--- config.mk ---
export PLATFORM = sky130hd
export DESIGN_NAME = axil_cpu_bridge_flat
export DESIGN_NICKNAME = d
export VERILOG_FILES = /design/src/rtl/axil_pkg.sv /design/src/rtl/axil_cpu_bridge_if.sv /design/src/rtl/axil_timeout_counter.sv /design/src/rtl/axil_cpu_bridge.sv /design/src/flat_wrapper.sv
export SDC_FILE = /design/constraint.sdc
export NUM_CORES = 1
export LEC_CHECK = 0
export BUFFER_PORTS_ARGS = -buffer_cell sky130_fd_sc_hd__buf_2
export CAP_MARGIN = 5
export CORE_MARGIN = 2
export CORE_UTILIZATION = 49
export DETAILED_ROUTE_END_ITERATION = 8
export GPL_ROUTABILITY_DRIVEN = 0
export PLACE_DENSITY = 0.85
export SYNTH_ARGS = -nofsm -noshare
export SYNTH_HDL_FRONTEND = slang
export SYNTH_SLANG_ARGS = --single-unit
--- constraint.sdc ---
create_clock -name aclk -period 3.2 [get_ports aclk]
set_input_delay 0.32 -clock aclk [delete_from_list [all_inputs] [get_ports aclk]]
set_output_delay 0.32 -clock aclk [all_outputs]
set_load 0.01 [all_outputs]
--- src/rtl/axil_pkg.sv ---
// Shared types and constants for the AXI-Lite CPU bridge and its neighbours.
package axil_pkg;

    typedef enum logic [2:0] {
        IDLE,
        WRITE,
        WAIT_B,
        READ_AR,
        READ_R,
        DRAIN
    } state_e;

    localparam logic [1:0]  RESP_OKAY         = 2'b00;
    localparam logic [1:0]  RESP_SLVERR       = 2'b10;
    localparam logic [31:0] DEFAULT_ERR_RDATA = 32'hDEADBEEF;

endpackage

--- src/rtl/axil_cpu_bridge_if.sv ---
// AXI-Lite channel bundle (no bresp: the attached slave always answers OKAY).
interface axil_cpu_bridge_if #(
    parameter int ADDR_WIDTH = 32,
    parameter int DATA_WIDTH = 32
) ();
    localparam int STRB_WIDTH = DATA_WIDTH / 8;

    logic [ADDR_WIDTH-1:0] awaddr;
    logic [2:0]            awprot;
    logic                  awvalid;
    logic                  awready;
    logic [DATA_WIDTH-1:0] wdata;
    logic [STRB_WIDTH-1:0] wstrb;
    logic                  wvalid;
    logic                  wready;
    logic                  bvalid;
    logic                  bready;
    logic [ADDR_WIDTH-1:0] araddr;
    logic [2:0]            arprot;
    logic                  arvalid;
    logic                  arready;
    logic [DATA_WIDTH-1:0] rdata;
    logic [1:0]            rresp;
    logic                  rvalid;
    logic                  rready;

    modport master (
        output awaddr, awprot, awvalid, input awready,
        output wdata, wstrb, wvalid, input wready,
        input bvalid, output bready,
        output araddr, arprot, arvalid, input arready,
        input rdata, rresp, rvalid, output rready
    );

    modport slave (
        input awaddr, awprot, awvalid, output awready,
        input wdata, wstrb, wvalid, output wready,
        output bvalid, input bready,
        input araddr, arprot, arvalid, output arready,
        output rdata, rresp, rvalid, input rready
    );

endinterface

--- src/rtl/axil_timeout_counter.sv ---
// Saturating watchdog: counts enabled cycles since load, expire_o once the
// budget is used up; TIMEOUT_CYCLES = 0 never expires.
module axil_timeout_counter #(
    parameter int TIMEOUT_CYCLES = 1024
) (
    input  logic aclk,
    input  logic aresetn,
    input  logic load_i,
    input  logic clear_i,
    input  logic en_i,
    output logic expire_o
);
    localparam int            CW    = (TIMEOUT_CYCLES < 2) ? 1 : $clog2(TIMEOUT_CYCLES + 1);
    localparam logic [CW-1:0] LIMIT = CW'((TIMEOUT_CYCLES > 0) ? TIMEOUT_CYCLES - 1 : 0);

    logic [CW-1:0] count_q, count_d;

    // NOTE: every combinational output gets a default first so no path infers a latch.
    always_comb begin
        count_d = count_q;
        if (clear_i) begin
            count_d = '0;
        end else if (load_i) begin
            count_d = CW'(1);  // the acceptance cycle itself counts as elapsed
        end else if (en_i && (count_q != '1)) begin
            count_d = count_q + CW'(1);
        end
    end

    // NOTE: state is updated with non-blocking assignments so all flops see pre-edge values.
    always_ff @(posedge aclk) begin
        if (!aresetn) begin
            count_q <= '0;
        end else begin
            count_q <= count_d;
        end
    end

    assign expire_o = (TIMEOUT_CYCLES != 0) && en_i && (count_q >= LIMIT);

endmodule

--- src/rtl/axil_cpu_bridge.sv ---
// Converts a PicoRV32-style valid/ready memory port into single-outstanding
// AXI-Lite transactions, with a response watchdog and a sticky error flag.
module axil_cpu_bridge
    import axil_pkg::*;
#(
    parameter int                    ADDR_WIDTH     = 32,
    parameter int                    DATA_WIDTH     = 32,
    parameter int                    STRB_WIDTH     = DATA_WIDTH / 8,
    parameter int                    TIMEOUT_CYCLES = 1024,
    parameter logic [DATA_WIDTH-1:0] ERR_RDATA      = DEFAULT_ERR_RDATA
) (
    input  logic                  aclk,
    input  logic                  aresetn,
    input  logic                  mem_valid,
    input  logic [ADDR_WIDTH-1:0] mem_addr,
    input  logic [DATA_WIDTH-1:0] mem_wdata,
    input  logic [STRB_WIDTH-1:0] mem_wstrb,
    output logic                  mem_ready,
    output logic [DATA_WIDTH-1:0] mem_rdata,
    output logic                  bus_error,
    input  logic                  err_clr,
    axil_cpu_bridge_if.master     m_axil
);
    state_e                state_q, state_d;
    logic [ADDR_WIDTH-1:0] addr_q, addr_d;
    logic [DATA_WIDTH-1:0] wdata_q, wdata_d;
    logic [STRB_WIDTH-1:0] wstrb_q, wstrb_d;
    logic                  awvalid_q, awvalid_d, wvalid_q, wvalid_d, bready_q, bready_d;
    logic                  arvalid_q, arvalid_d, rready_q, rready_d;
    logic                  mem_ready_q, mem_ready_d, bus_error_q, bus_error_d;
    logic [DATA_WIDTH-1:0] mem_rdata_q, mem_rdata_d;
    logic                  aw_hs, w_hs, b_hs, ar_hs, r_hs;
    logic                  accept, err_set, tmo_expire, tmo_fire;

    assign aw_hs    = awvalid_q & m_axil.awready;
    assign w_hs     = wvalid_q  & m_axil.wready;
    assign b_hs     = bready_q  & m_axil.bvalid;
    assign ar_hs    = arvalid_q & m_axil.arready;
    assign r_hs     = rready_q  & m_axil.rvalid;
    assign accept   = (state_q == IDLE) && mem_valid && !mem_ready_q;
    assign tmo_fire = tmo_expire && (state_q != DRAIN);

    axil_timeout_counter #(.TIMEOUT_CYCLES(TIMEOUT_CYCLES)) u_timeout (
        .aclk     (aclk),
        .aresetn  (aresetn),
        .load_i   (accept),
        .clear_i  ((state_q != IDLE) && (state_d == IDLE)),
        .en_i     (state_q != IDLE),
        .expire_o (tmo_expire)
    );

    always_comb begin
        state_d     = state_q;
        addr_d      = addr_q;
        wdata_d     = wdata_q;
        wstrb_d     = wstrb_q;
        awvalid_d   = awvalid_q;
        wvalid_d    = wvalid_q;
        bready_d    = bready_q;
        arvalid_d   = arvalid_q;
        rready_d    = rready_q;
        mem_ready_d = 1'b0;
        mem_rdata_d = mem_rdata_q;
        err_set     = 1'b0;

        case (state_q)
            IDLE: begin
                if (accept) begin
                    addr_d  = mem_addr;
                    wdata_d = mem_wdata;
                    wstrb_d = mem_wstrb;
                    if (mem_wstrb != '0) begin
                        state_d   = WRITE;
                        awvalid_d = 1'b1;
                        wvalid_d  = 1'b1;
                    end else begin
                        state_d   = READ_AR;
                        arvalid_d = 1'b1;
                    end
                end
            end
            WRITE: begin
                if (aw_hs) awvalid_d = 1'b0;
                if (w_hs)  wvalid_d  = 1'b0;
                if (!awvalid_d && !wvalid_d) begin
                    state_d  = WAIT_B;
                    bready_d = 1'b1;
                end
            end
            WAIT_B: begin
                if (b_hs) begin
                    bready_d    = 1'b0;
                    mem_ready_d = 1'b1;
                    state_d     = IDLE;
                end
            end
            READ_AR: begin
                if (ar_hs) begin
                    arvalid_d = 1'b0;
                    rready_d  = 1'b1;
                    state_d   = READ_R;
                end
            end
            READ_R: begin
                if (r_hs) begin
                    rready_d    = 1'b0;
                    mem_rdata_d = m_axil.rdata;
                    mem_ready_d = 1'b1;
                    err_set     = (m_axil.rresp != RESP_OKAY);
                    state_d     = IDLE;
                end
            end
            DRAIN: begin
                if (aw_hs) awvalid_d = 1'b0;
                if (w_hs)  wvalid_d  = 1'b0;
                if (ar_hs) arvalid_d = 1'b0;
                if (b_hs || r_hs) begin
                    bready_d = 1'b0;
                    rready_d = 1'b0;
                    state_d  = IDLE;
                end
            end
            default: state_d = IDLE;
        endcase

        // A handshake that makes progress in the expiring cycle wins over the
        // timeout; the saturated counter re-fires in the following state.
        if (tmo_fire && (state_d == state_q)) begin
            state_d     = DRAIN;
            mem_ready_d = 1'b1;
            err_set     = 1'b1;
            if (wstrb_q == '0) begin
                rready_d    = 1'b1;
                mem_rdata_d = ERR_RDATA;
            end else begin
                bready_d = 1'b1;
            end
        end

        bus_error_d = err_set ? 1'b1 : (err_clr ? 1'b0 : bus_error_q);
    end

    always_ff @(posedge aclk) begin
        if (!aresetn) begin
            state_q     <= IDLE;
            addr_q      <= '0;
            wdata_q     <= '0;
            wstrb_q     <= '0;
            awvalid_q   <= 1'b0;
            wvalid_q    <= 1'b0;
            bready_q    <= 1'b0;
            arvalid_q   <= 1'b0;
            rready_q    <= 1'b0;
            mem_ready_q <= 1'b0;
            mem_rdata_q <= '0;
            bus_error_q <= 1'b0;
        end else begin
            state_q     <= state_d;
            addr_q      <= addr_d;
            wdata_q     <= wdata_d;
            wstrb_q     <= wstrb_d;
            awvalid_q   <= awvalid_d;
            wvalid_q    <= wvalid_d;
            bready_q    <= bready_d;
            arvalid_q   <= arvalid_d;
            rready_q    <= rready_d;
            mem_ready_q <= mem_ready_d;
            mem_rdata_q <= mem_rdata_d;
            bus_error_q <= bus_error_d;
        end
    end

    assign m_axil.awaddr  = addr_q;
    assign m_axil.araddr  = addr_q;
    assign m_axil.awprot  = 3'b000;
    assign m_axil.arprot  = 3'b000;
    assign m_axil.awvalid = awvalid_q;
    assign m_axil.wdata   = wdata_q;
    assign m_axil.wstrb   = wstrb_q;
    assign m_axil.wvalid  = wvalid_q;
    assign m_axil.bready  = bready_q;
    assign m_axil.arvalid = arvalid_q;
    assign m_axil.rready  = rready_q;
    assign mem_ready      = mem_ready_q;
    assign mem_rdata      = mem_rdata_q;
    assign bus_error      = bus_error_q;

endmodule
--- src/flat_wrapper.sv ---
// flat-port wrapper written by rule: the top's interface ports become plain ports
module axil_cpu_bridge_flat import axil_pkg::*;
#(
    parameter int                    ADDR_WIDTH     = 32,
    parameter int                    DATA_WIDTH     = 32,
    parameter int                    STRB_WIDTH     = DATA_WIDTH / 8,
    parameter int                    TIMEOUT_CYCLES = 1024,
    parameter logic [DATA_WIDTH-1:0] ERR_RDATA      = DEFAULT_ERR_RDATA
)
  (aclk, aresetn, mem_valid, mem_addr, mem_wdata, mem_wstrb, mem_ready, mem_rdata, bus_error, err_clr, m_axil_awaddr, m_axil_awprot, m_axil_awvalid, m_axil_awready, m_axil_wdata, m_axil_wstrb, m_axil_wvalid, m_axil_wready, m_axil_bvalid, m_axil_bready, m_axil_araddr, m_axil_arprot, m_axil_arvalid, m_axil_arready, m_axil_rdata, m_axil_rresp, m_axil_rvalid, m_axil_rready);
  axil_cpu_bridge_if #(.ADDR_WIDTH(ADDR_WIDTH), .DATA_WIDTH(DATA_WIDTH)) m_axil_i ();
  input  logic aclk;
  input  logic aresetn;
  input  logic mem_valid;
  input  logic [ADDR_WIDTH-1:0] mem_addr;
  input  logic [DATA_WIDTH-1:0] mem_wdata;
  input  logic [STRB_WIDTH-1:0] mem_wstrb;
  output logic mem_ready;
  output logic [DATA_WIDTH-1:0] mem_rdata;
  output logic bus_error;
  input  logic err_clr;
  output wire logic [$bits(m_axil_i.awaddr)-1:0] m_axil_awaddr;
  output wire logic [$bits(m_axil_i.awprot)-1:0] m_axil_awprot;
  output wire logic [$bits(m_axil_i.awvalid)-1:0] m_axil_awvalid;
  input wire logic [$bits(m_axil_i.awready)-1:0] m_axil_awready;
  output wire logic [$bits(m_axil_i.wdata)-1:0] m_axil_wdata;
  output wire logic [$bits(m_axil_i.wstrb)-1:0] m_axil_wstrb;
  output wire logic [$bits(m_axil_i.wvalid)-1:0] m_axil_wvalid;
  input wire logic [$bits(m_axil_i.wready)-1:0] m_axil_wready;
  input wire logic [$bits(m_axil_i.bvalid)-1:0] m_axil_bvalid;
  output wire logic [$bits(m_axil_i.bready)-1:0] m_axil_bready;
  output wire logic [$bits(m_axil_i.araddr)-1:0] m_axil_araddr;
  output wire logic [$bits(m_axil_i.arprot)-1:0] m_axil_arprot;
  output wire logic [$bits(m_axil_i.arvalid)-1:0] m_axil_arvalid;
  input wire logic [$bits(m_axil_i.arready)-1:0] m_axil_arready;
  input wire logic [$bits(m_axil_i.rdata)-1:0] m_axil_rdata;
  input wire logic [$bits(m_axil_i.rresp)-1:0] m_axil_rresp;
  input wire logic [$bits(m_axil_i.rvalid)-1:0] m_axil_rvalid;
  output wire logic [$bits(m_axil_i.rready)-1:0] m_axil_rready;
  assign m_axil_awaddr = m_axil_i.awaddr;
  assign m_axil_awprot = m_axil_i.awprot;
  assign m_axil_awvalid = m_axil_i.awvalid;
  assign m_axil_i.awready = m_axil_awready;
  assign m_axil_wdata = m_axil_i.wdata;
  assign m_axil_wstrb = m_axil_i.wstrb;
  assign m_axil_wvalid = m_axil_i.wvalid;
  assign m_axil_i.wready = m_axil_wready;
  assign m_axil_i.bvalid = m_axil_bvalid;
  assign m_axil_bready = m_axil_i.bready;
  assign m_axil_araddr = m_axil_i.araddr;
  assign m_axil_arprot = m_axil_i.arprot;
  assign m_axil_arvalid = m_axil_i.arvalid;
  assign m_axil_i.arready = m_axil_arready;
  assign m_axil_i.rdata = m_axil_rdata;
  assign m_axil_i.rresp = m_axil_rresp;
  assign m_axil_i.rvalid = m_axil_rvalid;
  assign m_axil_rready = m_axil_i.rready;
  axil_cpu_bridge #(.ADDR_WIDTH(ADDR_WIDTH), .DATA_WIDTH(DATA_WIDTH), .STRB_WIDTH(STRB_WIDTH), .TIMEOUT_CYCLES(TIMEOUT_CYCLES), .ERR_RDATA(ERR_RDATA)) u_core (.aclk(aclk), .aresetn(aresetn), .mem_valid(mem_valid), .mem_addr(mem_addr), .mem_wdata(mem_wdata), .mem_wstrb(mem_wstrb), .mem_ready(mem_ready), .mem_rdata(mem_rdata), .bus_error(bus_error), .err_clr(err_clr), .m_axil(m_axil_i));
endmodule
### Word level (Yosys, flattened, before mapping)

Index checks and enable logic that the tools add are counted.

* output and inout port bits: 145
* register bits: 121
* input port bits: 111
* word-level logic and storage cells: 110

* equality and inequality tests: 12
* $lt $le $gt $ge: 1
* add/sub/neg operators: 1
* reduce and logical (&&, ||, !) cells: 28
* multiplexer cells: 48
* bitwise operators: 6

Operators by type and width (number)
* $mux 32: 4
* $mux 1: 29
* $mux 3: 7
* $pmux 3 s6: 1
* $pmux 1 s3: 4
* $add 11x1->11 const B: 1
* $ge 11x10->1 const B: 1
* $ne 11x11->1 const B: 1
* $logic_and 1x1->1: 8
* $reduce_bool 2->1: 4
* $eq 3x2->1 const B: 2
* $eq 3x3->1 const B: 2
* $logic_not 3->1: 2
* $reduce_bool 3->1: 2
* $and 1x1->1: 5
* $logic_not 4->1: 1
* $ne 2x1->1 const B: 2
* $ne 2x2->1 const B: 2
* $pmux 1 s2: 2
* $reduce_and 4->1: 1
* $reduce_bool 4->1: 1
* $reduce_or 2->1: 2
* $eq 3x1->1 const B: 1
* $eq 3x3->1: 1
* 8 further kinds: 10

### Longest topological paths before layout

* depth in word-level cells: 13
* gate-level depth with buffers: 8

### Hierarchy

Synthesis repeated with hierarchy kept, for this count alone.

* cells, all modules: 592
* area, all modules: 5108.6 um^2

Modules (own cells, without submodules)
* axil_cpu_bridge: seq. area each 2202.1 um^2, times used 1, cells each 533, area an instance 4525.6 um^2
* axil_timeout_counter: seq. area each 220.2 um^2, times used 1, cells each 59, area an instance 583.1 um^2

### Least setup slack after synthesis

OpenSTA, ideal clock, no wires.

* path type: flip-flop to flip-flop
* from: reg u_core.bready_q, in the netlist u_core.m_axil.bready
* to: reg u_core.mem_rdata_q[14], in the netlist u_core.mem_rdata[14]
* arrival: 1927 ps
* required time: 3084 ps
* slack: 1158 ps
* period minus slack after synthesis: 2042 ps
* setup time: 116 ps
* cell stages (with the launch flop): 8
* cell sequence: dfxtp_1 > a22oi_2 > nor2b_1 > o311a_1 > a2111oi_4 > nand3_1 > buf_2 > and3_1

* longest elaborated chain between the ends: 7

Ends and longest elaborated chain
* from (decl): RTL line axil_cpu_bridge.sv:28 `logic awvalid_q, awvalid_d, wvalid_q, wvalid_d, bready_q, bready_d;`
* from (signal assigned): RTL line axil_cpu_bridge.sv:164 `bready_q <= bready_d;`
* $and 1x1->1 *: RTL line axil_cpu_bridge.sv:37 `assign b_hs = bready_q & m_axil.bvalid;`
* $logic_or 1x1->1: RTL line axil_cpu_bridge.sv:117 `if (b_hs || r_hs) begin`
* $mux 3: RTL line axil_cpu_bridge.sv:117
* $pmux 3 s6 *: RTL line axil_cpu_bridge.sv:66 `case (state_q)`
* $eq 3x3->1 *: RTL line axil_cpu_bridge.sv:128 `if (tmo_fire && (state_d == state_q)) begin`
* $logic_and 1x1->1 *: RTL line axil_cpu_bridge.sv:128
* $mux 32 *: RTL line axil_cpu_bridge.sv:128
* to (signal assigned): RTL line axil_cpu_bridge.sv:168 `mem_rdata_q <= mem_rdata_d;`
* to (decl): RTL line axil_cpu_bridge.sv:31 `logic [DATA_WIDTH-1:0] mem_rdata_q, mem_rdata_d;`

Every way passes the cells marked *; elsewhere a longest branch is shown, timed or not.
A chain may end at the register's enable or synchronous reset.

### Final worst setup path

* from: reg u_core.state_q[0]
* to: reg u_core.u_timeout.count_q[3]

* longest elaborated chain between the ends: 11

Ends and longest elaborated chain
* from (decl): RTL line axil_cpu_bridge.sv:24 `state_e state_q, state_d;`
* from (signal assigned): RTL line axil_cpu_bridge.sv:158 `state_q <= state_d;`
* $logic_not 3->1: RTL line axil_cpu_bridge.sv:40, axil_cpu_bridge.sv:66
* $logic_and 1x1->1 (2 in series): RTL line axil_cpu_bridge.sv:40 `assign accept = (state_q == IDLE) && mem_valid && !mem_ready_q;`
* $mux 3: RTL line axil_cpu_bridge.sv:68 `if (accept) begin`
* $pmux 3 s6: RTL line axil_cpu_bridge.sv:66
* $eq 3x3->1: RTL line axil_cpu_bridge.sv:128
* $logic_and 1x1->1: RTL line axil_cpu_bridge.sv:128
* $mux 3: RTL line axil_cpu_bridge.sv:128
* $logic_not 3->1: RTL line axil_cpu_bridge.sv:47 `.clear_i ((state_q != IDLE) && (state_d == IDLE)),`
* $logic_and 1x1->1: RTL line axil_cpu_bridge.sv:47
* $reduce_or 3->1 (no source line)
* to (signal assigned): RTL line axil_timeout_counter.sv:35 `count_q <= count_d;`
* to (decl): RTL line axil_timeout_counter.sv:16 `logic [CW-1:0] count_q, count_d;`

Several ways; a longest one is shown, not always the timed one.

==> qor.yml <==
status:
  status: "complete, no violations"
global_route:
  grt_pass1_wl_um: 19670
  overflow: 0
  grt_usage: 0.2191
  antenna_found_initial: 1
  grt_max_degree: 69
  grt_pass1_vias: 4294
layout:
  postLayoutCellArea_um2: 6676
  layout_common_cells: "buf_2, nand2_1, dfxtp_1"
  area_delta_synth_final_pct: 31.92
  final_core_util: 0.6555
  fillers: 869
  multiInputGateArea_um2: 2220
  drive_gt1_frac: 0.3911
  layout_commonest_cell: "buf_2"
  regArea_um2: 2422
  finalNetCount: 907
logic_synthesis:
  synthCells: 589
  ys.flop_type: "dfxtp_1"
  ys_async_sr_fraction: 0
  synth_seq_cells: 121
  avgSynthCellArea_um2: 8.593
  ys_types: 45
  synth-edff-count: 0
  syn-cell-area_um2: 5061
  yosys_warnings: 0
  seq_area_frac_synth: 0.4786
sta:
  drv_slew: 0
  fin_skew_ns: 0.01123
  finalSetupTns_ns: 0
  fmax_mhz: 379.2
  tightest_slew_ns: 0.8226
  slew-limit-headroom: 0.4498
  hold_violations: 0
  timing.final.crit_share: 0.8241
  period_needed_ns: 2.637
  rsz0062_at_grt: "false"
  finalSetupViolCount: 0
routing:
  wl_per_cell_um: 13.19
  antenna_left: 0
  wirelength_um: 12460
  vias_per_cell: 5.039
  dr.pass1.iters: 4
  first_iter_violations: 291
  drc_errors: 0
  dr_total_vias: 4762
job:
  maxCapViolations: 0
die:
  die_x_um: 105.6
  io_pins: 256
  initial_core_util: 0.4969
  dieHeight_um: 105.6
  num_rows: 37
  dieArea_um2: 11160
  coreArea_um2: 10180
critical_path:
  crit_arrival_ns: 2.99
  path_cells: "nor2b_1 -> a32oi_1 -> o221ai_1 -> xnor2_1 -> a211oi_2 -> buf_4 -> nor4_2"
  critical_path.top_delay_family: "compound AO/OA/AOI/OAI gates"
  rr_endpoint: "u_core.u_timeout.count_q[3]$_SDFFE_PP0P_"
  path_buf_inv: 1
  rrSetupSlack_ns: 0.56
  cp.required_ns: 3.55
  start_kind: "flip-flop"
  cp_max_fo: 17
  crit_slowest_cell: "dfxtp_1"
  worstRegToRegCells: 7
  end_kind: "flip-flop"
  crit_type: "flip-flop to flip-flop"
  r2r-start: "u_core.state_q[0]$_SDFF_PN0_"
  max_stage_delay_ns: 0.68
clocking:
  clock_latency_ns: 0.50
  ctsHoldBuffers: 0
  clock_sinks: 121
  cts_made_buffers: 17
  cts_tree: "done"
  clkTransAtPathRegs_ns: 0.06
  cts-root-buf: "clkbuf_8"
  postCtsResizedCells: 0
  cts_buffer_depth: 2
  h-tree-depth: 4
  post_cts_buffers: 0
worst_hold_path:
  hold_class: "primary input to flip-flop"
  hold_depth: 3
  holdPathEnd: "u_core.m_axil.wdata[28]$_SDFFE_PN0P_"
  worstHoldStart: "mem_wdata[28]"
pwr:
  powerDensity_nw_per_um2: 598.4
  total_power_mw: 3.995
  ir_drop_mv: 0.4113
  leakagePower_nw: 3.094
placement:
  post_dp_cell_area_um2: 6143
  numPortBuffers: 249
  hpwl_um: 8959
==> worst reg2reg max path, stage by stage (launching register included) <==
cell	delay, ns
dfxtp_1	0.68
nor2b_1	0.35
a32oi_1	0.15
o221ai_1	0.32
xnor2_1	0.17
a211oi_2	0.49
buf_4	0.27
nor4_2	0.06
==> final cells by class <==
| class | count | area share |
|---|---|---|
| diodes | 1 | 0.0003748 |
| clock buffers | 17 | 0.06203 |
| clock inverters | 15 | 0.01743 |
| inverters | 1 | 0.0007496 |
| multi-input cells | 396 | 0.3325 |
| flip-flops and latches | 121 | 0.3628 |
| well taps | 136 | 0.02549 |
| repair buffers | 258 | 0.1987 |
==> synthesized netlist by cell type (2+ instances only) <==
cell type	n	area [µm²]
and3_1	11	68.82
a21oi_1	101	505.5
o21ai_0	6	30.03
nor4_2	8	100.1
nand2b_1	6	37.54
nor3_2	2	20.02
a31oi_1	4	25.02
mux2i_1	25	250.2
nor2b_1	6	37.54
clkbuf_1	25	93.84
nor2_1	9	33.78
nand3_1	13	65.06
dfxtp_1	121	2422
and4_1	3	26.28
nor3_1	3	15.01
mux2_2	8	90.09
nor4_1	2	12.51
xnor2_1	6	52.55
xor2_1	2	17.52
or3_1	2	12.51
nand2_1	151	566.8
buf_2	12	60.06
and2_1	2	12.51
nand4_1	2	12.51
a32oi_1	2	17.52
buf_4	38	285.3
==> how the worst max path moves through the flow <==
stage,startpoint,end,depth (start not counted)
detailed placement,u_core.state_q[0]$_SDFF_PN0_,u_core.u_timeout.count_q[4]$_SDFFE_PP0P_,7
finish,u_core.state_q[0]$_SDFF_PN0_,u_core.u_timeout.count_q[3]$_SDFFE_PP0P_,7
CTS,u_core.state_q[0]$_SDFF_PN0_,u_core.u_timeout.count_q[7]$_SDFFE_PP0P_,7
global placement,u_core.state_q[0]$_SDFF_PN0_,u_core.u_timeout.count_q[9]$_SDFFE_PP0P_,7
floorplan,u_core.m_axil.bready$_SDFF_PN0_,u_core.mem_rdata[14]$_SDFF_PN0_,7
global route,u_core.state_q[0]$_SDFF_PN0_,u_core.u_timeout.count_q[3]$_SDFFE_PP0P_,7
==> cell families after synthesis <==
family	count (synthesis)	synth area share
simple gates	224	0.2091
compound gates	124	0.1382
flops	121	0.4786
buf+inv	77	0.08974
mux	33	0.06724
xor+xnor	8	0.01384
fa+ha+maj	1	0.002472
other cells	1	0.0007409
==> registers in the layout, summed over array words and instances (netlist names) <==
signal,cells
u_core.bus_error,1
u_core.m_axil.araddr,32
u_core.m_axil.arvalid,1
u_core.m_axil.awvalid,1
u_core.m_axil.bready,1
u_core.m_axil.rready,1
u_core.m_axil.wdata,32
u_core.m_axil.wstrb,4
u_core.m_axil.wvalid,1
u_core.mem_rdata,32
u_core.mem_ready,1
u_core.state_q,3
u_core.u_timeout.count_q,11
==> per-stage QoR <==
stage	std cells	hold WS, ns	setup slack [ns]
after floorplan	594	0.4560	1.158
after global placement	912	0.4384	0.6914
after detailed placement	912	0.4435	0.6591
after CTS	944	0.02944	0.5941
after global routing	945	0.03009	0.3959
final	945	0.05450	0.5628
==> power by group <==
group / leakage [nW] / total [mW] / internal [mW] / switching (mW)
combinational: 1.85 / 0.643 / 0.254 / 0.389
clock: 0.256 / 1.67 / 0.963 / 0.710
sequential: 0.986 / 1.68 / 1.60 / 0.0767
total: 3.09 / 4.00 / 2.82 / 1.17
==> routing by layer <==
metal  vias to the layer above  GRT usage  routed length (µm)
met4                         0    0.08459                 246
met3                        20    0.07174                1012
met5                         -          0                   0
met1                      2171     0.2584                5042
li1                       2372          -                   -
met2                       199     0.3696                6162
No activity file was read; power rests on OpenSTA's default activity.
